[src/rtl/uart_pkg.sv]
// Shared types and constants for the 8N1 UART receiver.
package uart_pkg;

  typedef enum logic {
    IDLE = 1'b0,
    RECV = 1'b1
  } uart_state_e;

  localparam int DATA_BITS = 8;
  localparam int STOP_IDX  = 9;

  function automatic int calc_bps_cnt(input int clk_freq, input int uart_bps);
    return clk_freq / uart_bps;
  endfunction

endpackage

[src/rtl/uart_rx_sync.sv]
// Double-flop synchroniser for the serial line plus a third flop for
// falling-edge (start bit) detection. All flops idle high.
module uart_rx_sync (
  input  logic sys_clk,
  input  logic sys_rst,
  input  logic uart_rxd,
  output logic rx_sync,
  output logic start_edge
);

  logic r_rx_s1;
  logic r_rx_s2;
  logic r_rx_s3;

  always_ff @(posedge sys_clk or posedge sys_rst) begin
    if (sys_rst) begin
      r_rx_s1 <= 1'b1;
      r_rx_s2 <= 1'b1;
      r_rx_s3 <= 1'b1;
    end else begin
      r_rx_s1 <= uart_rxd;
      r_rx_s2 <= r_rx_s1;
      r_rx_s3 <= r_rx_s2;
    end
  end

  assign rx_sync    = r_rx_s2;
  assign start_edge = r_rx_s3 & ~r_rx_s2;

endmodule

[src/rtl/uart_recv_core.sv]
// 8N1 UART byte receiver with a one-cycle uart_done strobe.
// Define UART_RECV_FRAME_ERR_EN to check the stop bit and add a frame_err output.
module uart_recv_core
  import uart_pkg::*;
#(
  parameter int CLK_FREQ = 50_000_000,
  parameter int UART_BPS = 115200
) (
  input  logic       sys_clk,
  input  logic       sys_rst,
  input  logic       uart_rxd,
  output logic       uart_done,
`ifdef UART_RECV_FRAME_ERR_EN
  output logic       frame_err,
`endif
  output logic [7:0] uart_data
);

  localparam int BPS_CNT = calc_bps_cnt(CLK_FREQ, UART_BPS);
  localparam int CNT_W   = $clog2(BPS_CNT);
  localparam logic [CNT_W-1:0] CNT_LAST = CNT_W'(BPS_CNT - 1);
  localparam logic [CNT_W-1:0] CNT_MID  = CNT_W'(BPS_CNT / 2);
  localparam logic [CNT_W-1:0] CNT_ONE  = CNT_W'(1);
  localparam logic [3:0]       IDX_STOP = 4'(STOP_IDX);

  logic w_rx_sync;
  logic w_start_edge;

  uart_state_e          r_state,   w_state_next;
  logic [CNT_W-1:0]     r_clk_cnt, w_clk_cnt_next;
  logic [3:0]           r_bit_idx, w_bit_idx_next;
  logic [DATA_BITS-1:0] r_shift,   w_shift_next;
  logic [DATA_BITS-1:0] r_data,    w_data_next;
  logic                 r_done,    w_done_next;
`ifdef UART_RECV_FRAME_ERR_EN
  logic                 r_frame_err, w_frame_err_next;
`endif

  uart_rx_sync u_sync (
    .sys_clk    (sys_clk),
    .sys_rst    (sys_rst),
    .uart_rxd   (uart_rxd),
    .rx_sync    (w_rx_sync),
    .start_edge (w_start_edge)
  );

  always_ff @(posedge sys_clk or posedge sys_rst) begin
    if (sys_rst) begin
      r_state   <= IDLE;
      r_clk_cnt <= '0;
      r_bit_idx <= '0;
      r_shift   <= '0;
      r_data    <= '0;
      r_done    <= 1'b0;
`ifdef UART_RECV_FRAME_ERR_EN
      r_frame_err <= 1'b0;
`endif
    end else begin
      r_state   <= w_state_next;
      r_clk_cnt <= w_clk_cnt_next;
      r_bit_idx <= w_bit_idx_next;
      r_shift   <= w_shift_next;
      r_data    <= w_data_next;
      r_done    <= w_done_next;
`ifdef UART_RECV_FRAME_ERR_EN
      r_frame_err <= w_frame_err_next;
`endif
    end
  end

  always_comb begin
    w_state_next   = r_state;
    w_clk_cnt_next = r_clk_cnt;
    w_bit_idx_next = r_bit_idx;
    w_shift_next   = r_shift;
    w_data_next    = r_data;
    w_done_next    = 1'b0;
`ifdef UART_RECV_FRAME_ERR_EN
    w_frame_err_next = 1'b0;
`endif
    case (r_state)
      IDLE: begin
        if (w_start_edge) begin
          w_state_next   = RECV;
          w_clk_cnt_next = '0;
          w_bit_idx_next = '0;
        end
      end
      RECV: begin
        if (r_clk_cnt == CNT_LAST) begin
          w_clk_cnt_next = '0;
          w_bit_idx_next = r_bit_idx + 4'd1;
        end else begin
          w_clk_cnt_next = r_clk_cnt + CNT_ONE;
        end
        if (r_clk_cnt == CNT_MID) begin
          if (r_bit_idx == 4'd0) begin
            // Line back high at mid start bit: treat as noise.
            if (w_rx_sync) begin
              w_state_next   = IDLE;
              w_clk_cnt_next = '0;
              w_bit_idx_next = '0;
            end
          end else if (r_bit_idx == IDX_STOP) begin
            // Leave mid-stop-bit so an immediately following start edge is seen.
            w_state_next   = IDLE;
            w_clk_cnt_next = '0;
            w_bit_idx_next = '0;
`ifdef UART_RECV_FRAME_ERR_EN
            if (w_rx_sync) begin
              w_data_next = r_shift;
              w_done_next = 1'b1;
            end else begin
              w_frame_err_next = 1'b1;
            end
`else
            w_data_next = r_shift;
            w_done_next = 1'b1;
`endif
          end else begin
            // LSB arrives first, so shifting right lands it in bit 0 after 8 bits.
            w_shift_next = {w_rx_sync, r_shift[DATA_BITS-1:1]};
          end
        end
      end
      default: w_state_next = IDLE;
    endcase
  end

  assign uart_done = r_done;
  assign uart_data = r_data;
`ifdef UART_RECV_FRAME_ERR_EN
  assign frame_err = r_frame_err;
`endif

endmodule

[config.mk]
export PLATFORM = sky130hd
export DESIGN_NAME = uart_recv_core
export DESIGN_NICKNAME = d
export VERILOG_FILES = /design/src/rtl/uart_pkg.sv /design/src/rtl/uart_rx_sync.sv /design/src/rtl/uart_recv_core.sv
export SDC_FILE = /design/constraint.sdc
export NUM_CORES = 1
export LEC_CHECK = 0
export BUFFER_PORTS_ARGS = -buffer_cell sky130_fd_sc_hd__buf_2
export CORE_ASPECT_RATIO = 1.25
export CORE_MARGIN = 3
export CORE_UTILIZATION = 47
export DETAILED_ROUTE_END_ITERATION = 12
export PLACE_DENSITY = 0.67
export SLEW_MARGIN = 20
export SYNTH_ARGS = -nofsm -noshare
export SYNTH_HDL_FRONTEND = slang
export SYNTH_HIERARCHICAL = 1
export SYNTH_SLANG_ARGS = --single-unit
[constraint.sdc]
create_clock -name sys_clk -period 2 [get_ports sys_clk]
set_input_delay 0.2 -clock sys_clk [delete_from_list [all_inputs] [get_ports sys_clk]]
set_output_delay 0.2 -clock sys_clk [all_outputs]
set_load 0.005 [all_outputs]
==> impl_metrics.tcl, run 1 <==
set metrics [dict create \
    status "finished, final reports clean" \
    htreeDepth 2 \
    fp.dieArea_um2 4160 \
    avgSynthCellArea_um2 11.7 \
    worst_pin_slew_ns 0.607 \
    drive_gt1_share_pct 36.7 \
    fin_util_pct 59.1 \
    dieHeight_um 71.4 \
    slowest_stage "dfrtp_1" \
    ys_seq_area_share_pct 53.2 \
    gp_congestion 0.798 \
    crit_path_end_kind "flip-flop" \
    crit_type "flip-flop to flip-flop" \
    route.detailed.drc 0 \
    synth_edf_count 0 \
    antenna_found_initial 0 \
    num_rows 23 \
    cts_tree "built" \
    ys_ff_latch 34 \
    num_antenna_cells 0 \
    finalSetupViolCount 0 \
    clkSlewWorstSetupHoldPaths_ns 0.07 \
    cp.required_ns 2.16 \
    timing.fmax_mhz 551 \
    insertion_delay_ns 0.28 \
    maxSlewHeadroom_pct 59.4 \
    dr.pass1.iters 4 \
    finalClockSkew_ns 0.00446 \
    nNetsFinal 173 \
    mostFrequentLayoutCell "dfrtp_1" \
    area_delta_synth_final_pct 19.7 \
    min_period_over_period_pct 90.7 \
    design.core.area_um2 3250 \
    yosys_warnings 6 \
    grt_pass1_vias 1129 \
    grt-ovfl-total 0 \
    cap_viol_max_count 0 \
    netlist_area_um2 1610 \
    synth_flop_cell "dfrtp_1" \
    stdcell_area_um2 1920 \
    grt_max_degree 32 \
    mostFrequentLayoutCells "dfrtp_1 (31), mux2_2 (16), buf_4 (13)" \
    drt-total-wl_mm 3.00 \
    min_path_type "flip-flop to flip-flop" \
    cts.path.max_buffers 2 \
    final.setup.tns_ns 0 \
    first_iter_violations 37 \
    grt_usage_pct 16.9 \
    p_leak_uw 0.000957 \
    final_max_slew_viol_count 0 \
    path_cells "inv_1 > ha_1 > nand2_1 > nor2_2 > nand2_2 > nor4_4 > buf_4 > mux2_2" \
    die_w_um 58.3 \
    start_kind "flip-flop" \
    syn_inst 137 \
    async_reset_ff_share_pct 100 \
    powerDensity_nw_per_um2 896 \
    viasPerCell 5.60 \
    synth_cell_types 37 \
    fin_crit_ns 1.81 \
    wl_per_cell_um 14.8 \
    hold_viol 0 \
    worstPathMaxFanout 9 \
    initial_core_util_pct 49.4 \
    grt_pass1_wl_mm 5.31 \
    detail-route-antenna-nets 0 \
    crit_path_max_incr_delay_ns 0.38 \
    syn_nets 145 \
    cts_root_buf "clkbuf_8" \
    hpwl_mm 2.18 \
    crit_family "simple AND/OR/NAND/NOR gates" \
    rsz0062_at_grt "false" \
    io_buffers 11 \
    cp.arrival_ns 1.98 \
    ios 12 \
    crit_buf_inv 2 \
    vias 1136 \
    irDropWorstVdd_mv 0.682 \
    cts_made_buffers 5 \
    clock-sinks 34 \
    place_area_um2 1780 \
]
[cell type report]
type	instances	area, um2
Clock buffer	6	82.6
Clock inverter	2	12.5
Fill cell	273	1330
Inverter	8	30.0
Multi-Input combinational cell	90	724
Sequential cell	34	855
Tap cell	37	46.3
Timing Repair Buffer	26	173
[power breakdown]
part | internal, uW | total [uW] | switching, uW
Clock | 276 | 516 | 240
Sequential | 765 | 879 | 114
Combinational | 174 | 328 | 154
Total | 1210 | 1720 | 508
[registers in the layout, indices dropped and copies added, names as in the netlist]
name            count
uart_done           1
u_sync/rx_sync      1
r_bit_idx           4
r_shift             8
r_clk_cnt           9
u_sync/r_rx_s3      1
r_state             1
u_sync/r_rx_s1      1
uart_data           8
[final timing paths]
path | from | endpoint | slack [ns] | cells after the start
worst max-delay path | r_clk_cnt[1] | uart_data[2] | 0.19 | 8
worst min-delay path | u_sync/r_rx_s1 | u_sync/rx_sync | 0.36 | 0
worst max register to register | r_clk_cnt[1] | uart_data[2] | 0.19 | 8
worst min register to register | u_sync/r_rx_s1 | u_sync/rx_sync | 0.36 | 0
max in group asynchronous | sys_rst | r_bit_idx[0] | 1.16 | 4
min in group asynchronous | sys_rst | u_sync/rx_sync | 0.51 | 3
[routing by layer]
metal | GRT usage [%] | vias up | part of all wire [%]
met5 | 0 | - | 0
met2 | 28.0 | 25 | 52
li1 | - | 546 | -
met3 | 4.32 | 10 | 3.7
met1 | 20.0 | 555 | 41
met4 | 8.51 | 0 | 3.0
[synthesized netlist by cell type, types with 2 or more instances]
library cell / instances / area (um2)
o21ai_0: 7 / 35.0
a22o_1: 2 / 17.5
nor2_1: 3 / 11.3
buf_2: 2 / 10.0
and3_1: 2 / 12.5
dfrtp_1: 31 / 776
a21oi_1: 5 / 25.0
nand2_1: 12 / 45.0
xnor2_1: 2 / 17.5
nand3b_1: 4 / 30.0
inv_1: 8 / 30.0
dfstp_2: 3 / 78.8
ha_1: 5 / 62.6
mux2_2: 16 / 180
nand3_1: 7 / 35.0
clkbuf_1: 2 / 7.51
nand4_1: 2 / 12.5
a31oi_1: 5 / 31.3
[metrics by stage]
stage / worst slack, ns / hold WS (ns) / power, uW / cells
floorplan: 0.104 / 0.133 / 1100 / 137
global placement: 0.171 / 0.256 / 1190 / 193
detailed placement: 0.119 / 0.261 / 1210 / 193
CTS: 0.103 / 0.00661 / 1730 / 202
global route: 0.0287 / 0.365 / 1820 / 203
finish: 0.187 / 0.359 / 1720 / 203
[kinds of logic after synthesis]
family / share of synthesized area, %
AO/OA/AOI/OAI: 10.1
XOR/XNOR: 1.09
adder cells (fa/ha/maj): 3.89
buffers and inverters: 3.19
flip-flops: 53.2
multiplexers: 11.2
AND/OR/NAND/NOR: 17.3
[timing repair]
| action | CTS | global route |
|---|---|---|
| hold buffers | 1 | 1 |
| setup buffers | 0 | 0 |
| setup endpoints to repair | 0 | 24 |
| resized for setup | 0 | 4 |
| endpoints found under the hold margin | 3 | 1 |
(Power assumes the default switching activity.)
==> inputs of run 2 (changes only) <==
Settings changed: PLACE_DENSITY 0.67 to default, PLACE_DENSITY_LB_ADDON from default to 0.25.
==> run 2 against run 1 <==
  * Combinational power shrank 5%
  * Sequential power grew 0.5%
  * Count of clock-buffer cells in the layout is the same
  * Core utilization shrank 0.38 points
  * Via count shrank 0.44%
  * Hold slack lost 0.0025 ns
  * Clock power is essentially flat
  * Setup slack lost 0.050 ns
  * Clock skew shrank 0.00063 ns
  * First-iteration DRC count shrank 14%
  * Final area shrank 0.65%
  * Critical path type unchanged
  * Critical endpoint is now r_bit_idx[2]
  * Largest cell class unchanged
  * Largest power group unchanged
  * Highest routed layer unchanged
==> impl_metrics.tcl, run 2 (synthesis results as in run 1) <==
set metrics [dict create \
    num_antenna_cells 0 \
    irDropWorstVdd_mv 0.662 \
    status "finished, final reports clean" \
    power_uw 1710 \
    crit_path_end_kind "flip-flop" \
    cts_root_buf "clkbuf_8" \
    cp.arrival_ns 2.01 \
    powerDensity_nw_per_um2 897 \
    path_cells "inv_1 > ha_1 > nand2_1 > a2111oi_4 > buf_4 > a21boi_0 > a31oi_1 > a31oi_1" \
    final_max_slew_viol_count 0 \
    largest-register "r_clk_cnt" \
    grt_max_degree 32 \
    mostFrequentLayoutCell "dfrtp_1" \
    dr.pass1.iters 4 \
    cts.path.max_buffers 2 \
    viasPerCell 5.60 \
    crit_family "compound AO/OA/AOI/OAI gates" \
    timing.fmax_mhz 537 \
    dieHeight_um 71.4 \
    rr_worst_depth 8 \
    finalSetupViolCount 0 \
    antenna_found_initial 0 \
    drt-total-wl_mm 3.02 \
    hold_path_depth 0 \
    start_kind "flip-flop" \
    min_path_type "flip-flop to flip-flop" \
    drive_gt1_share_pct 35.2 \
    p_leak_uw 0.000952 \
    gp_congestion 0.794 \
    htreeDepth 2 \
    initial_core_util_pct 49.4 \
    crit_path_max_incr_delay_ns 0.42 \
    wl_per_cell_um 15.0 \
    die_w_um 58.3 \
    num_rows 23 \
    first_iter_violations 32 \
    maxSlewHeadroom_pct 58.5 \
    fin_util_pct 58.8 \
    route.detailed.drc 0 \
    path_common_cell "a31oi_1" \
    r2r-start "r_bit_idx[1]" \
    ios 12 \
    worst_pin_slew_ns 0.620 \
    slowest_stage "a2111oi_4" \
    fp.dieArea_um2 4160 \
    hpwl_mm 2.11 \
    worstPathMaxFanout 4 \
    design.core.area_um2 3250 \
    detail-route-antenna-nets 0 \
    finalClockSkew_ns 0.00382 \
    min_to "u_sync/rx_sync" \
    largest_reg_flops 9 \
    crit_buf_inv 2 \
    cts_made_buffers 5 \
    grt_usage_pct 17.0 \
    r2r-end "r_bit_idx[2]" \
    cap_viol_max_count 0 \
    insertion_delay_ns 0.28 \
    nFillCells 273 \
    hold_viol 0 \
    regToRegSetupSlack_ns 0.14 \
    vias 1131 \
    min_period_over_period_pct 93.2 \
    clock-sinks 34 \
    cts_setup_buffers 0 \
    grt-ovfl-total 0 \
    mostFrequentLayoutCells "dfrtp_1 (31), mux2_2 (16), nand2_1 (12), buf_4 (12), buf_2 (11)" \
    area_delta_synth_final_pct 18.9 \
    cp.depth 8 \
    cp.required_ns 2.15 \
    grt_pass1_wl_mm 5.30 \
    fin_crit_ns 1.86 \
    hp-start "u_sync/r_rx_s1" \
    io_buffers 11 \
    clkSlewWorstSetupHoldPaths_ns 0.07 \
    grt_pass1_vias 1203 \
    cts_tree "built" \
    crit_type "flip-flop to flip-flop" \
    nNetsFinal 172 \
]
[run 2: cell count changes in the layout (fill, tap and decap cells not counted)]
cell,change
nor2_1,+1
nand2_1,+1
nand2_2,-1
o21ai_0,-1
nor2_2,-1
o21ai_1,+1
buf_4,-1
[run 2: cell type report]
class / instances / area [um2] / area share, %
inverters: 8 / 30.0 / 1.57
flip-flops and latches: 34 / 855 / 44.7
well taps: 37 / 46.3 / 2.42
repair buffers: 25 / 165 / 8.64
multi-input cells: 90 / 719 / 37.7
clock buffers: 6 / 82.6 / 4.32
clock inverters: 2 / 12.5 / 0.655
[run 2: routing by layer]
metal  routed length (um)  vias up  share of wire [%]  global-route usage (%)
met1                 1160      559                 38                    16.9
met4                   93        0                3.1                    8.76
li1                     -      540                  -                       -
met2                 1660       24                 55                    30.8
met3                  109        8                3.6                    5.41
met5                    0        -                  0                       0
[run 2: worst max path at each step]
stage	startpoint	to	slack (ns)
final	r_bit_idx[1]	r_bit_idx[2]	0.14
after global routing	r_bit_idx[1]	r_bit_idx[0]	-0.01
after floorplan	r_clk_cnt[1]	r_shift[0]	0.10
after global placement	r_bit_idx[1]	r_clk_cnt[7]	0.19
after detailed placement	r_bit_idx[1]	r_clk_cnt[7]	0.15
after CTS	r_bit_idx[1]	r_clk_cnt[7]	0.13
[run 2: timing repair]
action	in CTS	in global routing
endpoints found under the setup margin	0	5
hold buffers	2	0
gates resized for setup	0	3
hold endpoints to repair	4	0
[run 2: power breakdown]
group / internal [uW] / switching (uW) / leakage, uW
clock: 276 / 242 / 0.0000472
combinational: 166 / 147 / 0.000459
sequential: 765 / 118 / 0.000446
total: 1210 / 507 / 0.000952
[run 2: stage by stage]
stage	std cells	cell area, um2	setup TNS (ns)	setup WS, ns	hold slack, ns
4_1_cts	202	1890	0	0.135	0.359
3_5_place_dp	192	1780	0	0.152	0.267
5_1_grt	202	1910	-0.0243	-0.0127	0.365
6_report	202	1910	0	0.137	0.357
2_1_floorplan	137	1610	0	0.104	0.133
3_3_place_gp	192	1780	0	0.189	0.255
==> inputs of run 3 (changes only) <==
Settings changed: MAX_ROUTING_LAYER from default to met4.
==> run 3 against run 2 <==
  * Fmax decreased by 0.15%
  * Flip-flop and latch count unchanged
  * Combinational power hardly changed
  * Final area unchanged
  * Total power about the same
  * Routed wire length fell by 0.99%
  * Hold slack about the same
  * Setup slack lost 0.0029 ns
  * Register-to-register slack hardly changed
  * Count of clock-buffer cells in the layout unchanged
  * Core utilization is the same
  * Via count down 1.1%
  * Highest routed layer unchanged
==> impl_metrics.tcl, run 3 (synthesis results as in run 1) <==
set metrics [dict create \
    status "finished, final reports clean" \
    p_switching_uw 508 \
    mostFrequentLayoutCell "dfrtp_1" \
    grt_max_degree 32 \
    crit_buf_inv 2 \
    largest-register "r_clk_cnt" \
    gp_congestion 0.805 \
    met3_length_um 84 \
    irDropWorstVdd_mv 0.664 \
    min_period_over_period_pct 93.3 \
    min_path_type "flip-flop to flip-flop" \
    insertion_delay_ns 0.28 \
    top_layer "met4" \
    route.detailed.drc 0 \
    clock-sinks 34 \
    start_kind "flip-flop" \
    ios 12 \
    powerDensity_nw_per_um2 898 \
    cap_viol_max_count 0 \
    worst_pin_slew_ns 0.605 \
    p_seq_share_pct 51.5 \
    first_iter_violations 43 \
    htreeDepth 2 \
    drive_gt1_share_pct 35.2 \
    cts_tree "built" \
    p_leak_uw 0.000952 \
    wl_met1_mm 1.16 \
    dr.pass1.iters 6 \
    vias 1118 \
    cts_root_buf "clkbuf_8" \
    place_area_um2 1780 \
    dp.cells 192 \
    finalSetupViolCount 0 \
    die_w_um 58.3 \
    crit_path_end_kind "flip-flop" \
    whs_ns 0.357 \
    initial_core_util_pct 49.4 \
    finalClockSkew_ns 0.00401 \
    instances_no_fill 202 \
    fp.dieArea_um2 4160 \
    setup_ws_ns 0.134 \
    antenna_found_initial 0 \
    final_max_slew_viol_count 0 \
    wl_per_cell_um 14.8 \
    hold_viol 0 \
    power.share.clock_pct 30.2 \
    clkSlewWorstSetupHoldPaths_ns 0.07 \
    dieHeight_um 71.4 \
    num_antenna_cells 0 \
    nNetsFinal 172 \
    internal_power_uw 1210 \
    timing.fmax_mhz 536 \
    maxSlewHeadroom_pct 59.5 \
    cp.arrival_ns 2.02 \
    wl_met2_mm 1.67 \
    grt-ovfl-total 0 \
    fin_crit_ns 1.87 \
    swShare_pct 29.6 \
    grt_pass1_vias 1208 \
    num_rows 23 \
    crit_family "compound AO/OA/AOI/OAI gates" \
    cts.path.max_buffers 2 \
    mostFrequentLayoutCells "dfrtp_1 (31), mux2_2 (16), nand2_1 (12), buf_4 (12), buf_2 (11)" \
    worstPathMaxFanout 4 \
    path_cells "inv_1 > ha_1 > nand2_1 > a2111oi_4 > buf_4 > a21boi_0 > a31oi_1 > a31oi_1" \
    stdcell_area_um2 1910 \
    io_buffers 11 \
    largest_reg_flops 9 \
    design.core.area_um2 3250 \
    path_common_cell "a31oi_1" \
    grt_pass1_wl_mm 5.29 \
    grt_usage_pct 17.5 \
    detail-route-antenna-nets 0 \
    pwr-share-comb_pct 18.2 \
    viasPerCell 5.53 \
    cts_made_buffers 5 \
    hpwl_mm 2.11 \
    cp.required_ns 2.15 \
    area_delta_synth_final_pct 18.9 \
    pre_cts_ws_ns 0.152 \
    crit_path_max_incr_delay_ns 0.42 \
    drt-total-wl_mm 2.99 \
    crit_type "flip-flop to flip-flop" \
    slowest_stage "a2111oi_4" \
]
-- run 3: cell counts in the layout (fill, tap and decap cells not counted) --
Identical to the previous run, type by type.
-- run 3: what timing repair did --
item / in CTS / in global routing
hold buffers: 2 / 0
endpoints found under the hold margin: 4 / 0
endpoints found under the setup margin: 0 / 5
setup buffers: 0 / 0
resized for setup: 0 / 3
-- run 3: worst paths after layout --
path,startpoint,end,slack (ns),cells after the start
setup / recovery,r_bit_idx[1],r_bit_idx[2],0.13,8
hold / removal,u_sync/r_rx_s1,u_sync/rx_sync,0.36,0
setup reg to reg,r_bit_idx[1],r_bit_idx[2],0.13,8
hold reg to reg,u_sync/r_rx_s1,u_sync/rx_sync,0.36,0
max in group asynchronous,sys_rst,r_bit_idx[0],1.17,4
min in group asynchronous,sys_rst,u_sync/r_rx_s1,0.51,3
-- run 3: final cells by class --
| type | instances | area (um2) |
|---|---|---|
| Tap cell | 37 | 46.3 |
| Timing Repair Buffer | 25 | 165 |
| Sequential cell | 34 | 855 |
| Inverter | 8 | 30.0 |
| Clock inverter | 2 | 12.5 |
| Fill cell | 273 | 1340 |
| Clock buffer | 6 | 82.6 |
| Multi-Input combinational cell | 90 | 719 |
-- run 3: layer usage --
metal,global-route usage (%),vias up
li1,-,540
met1,17.4,548
met2,30.6,22
met3,3.78,8
met4,10.3,0
met5,-,-
-- run 3: power groups by stage --
stage                     registers, uW  logic [uW]  clock network, uW
final                               884         313                518
after global routing                895         352                564
after CTS                           882         315                541
after detailed placement            894         307                  0
after global placement              885         290                  0
after floorplan                     859         237                  0
-- run 3: metrics by stage --
step / TNS [ns] / total power, uW / util (%)
2_1_floorplan: 0 / 1100 / -
3_3_place_gp: 0 / 1170 / 54.6
3_5_place_dp: 0 / 1200 / 54.6
4_1_cts: 0 / 1740 / 58.2
5_1_grt: -0.0243 / 1810 / 58.8
6_report: 0 / 1710 / 58.8
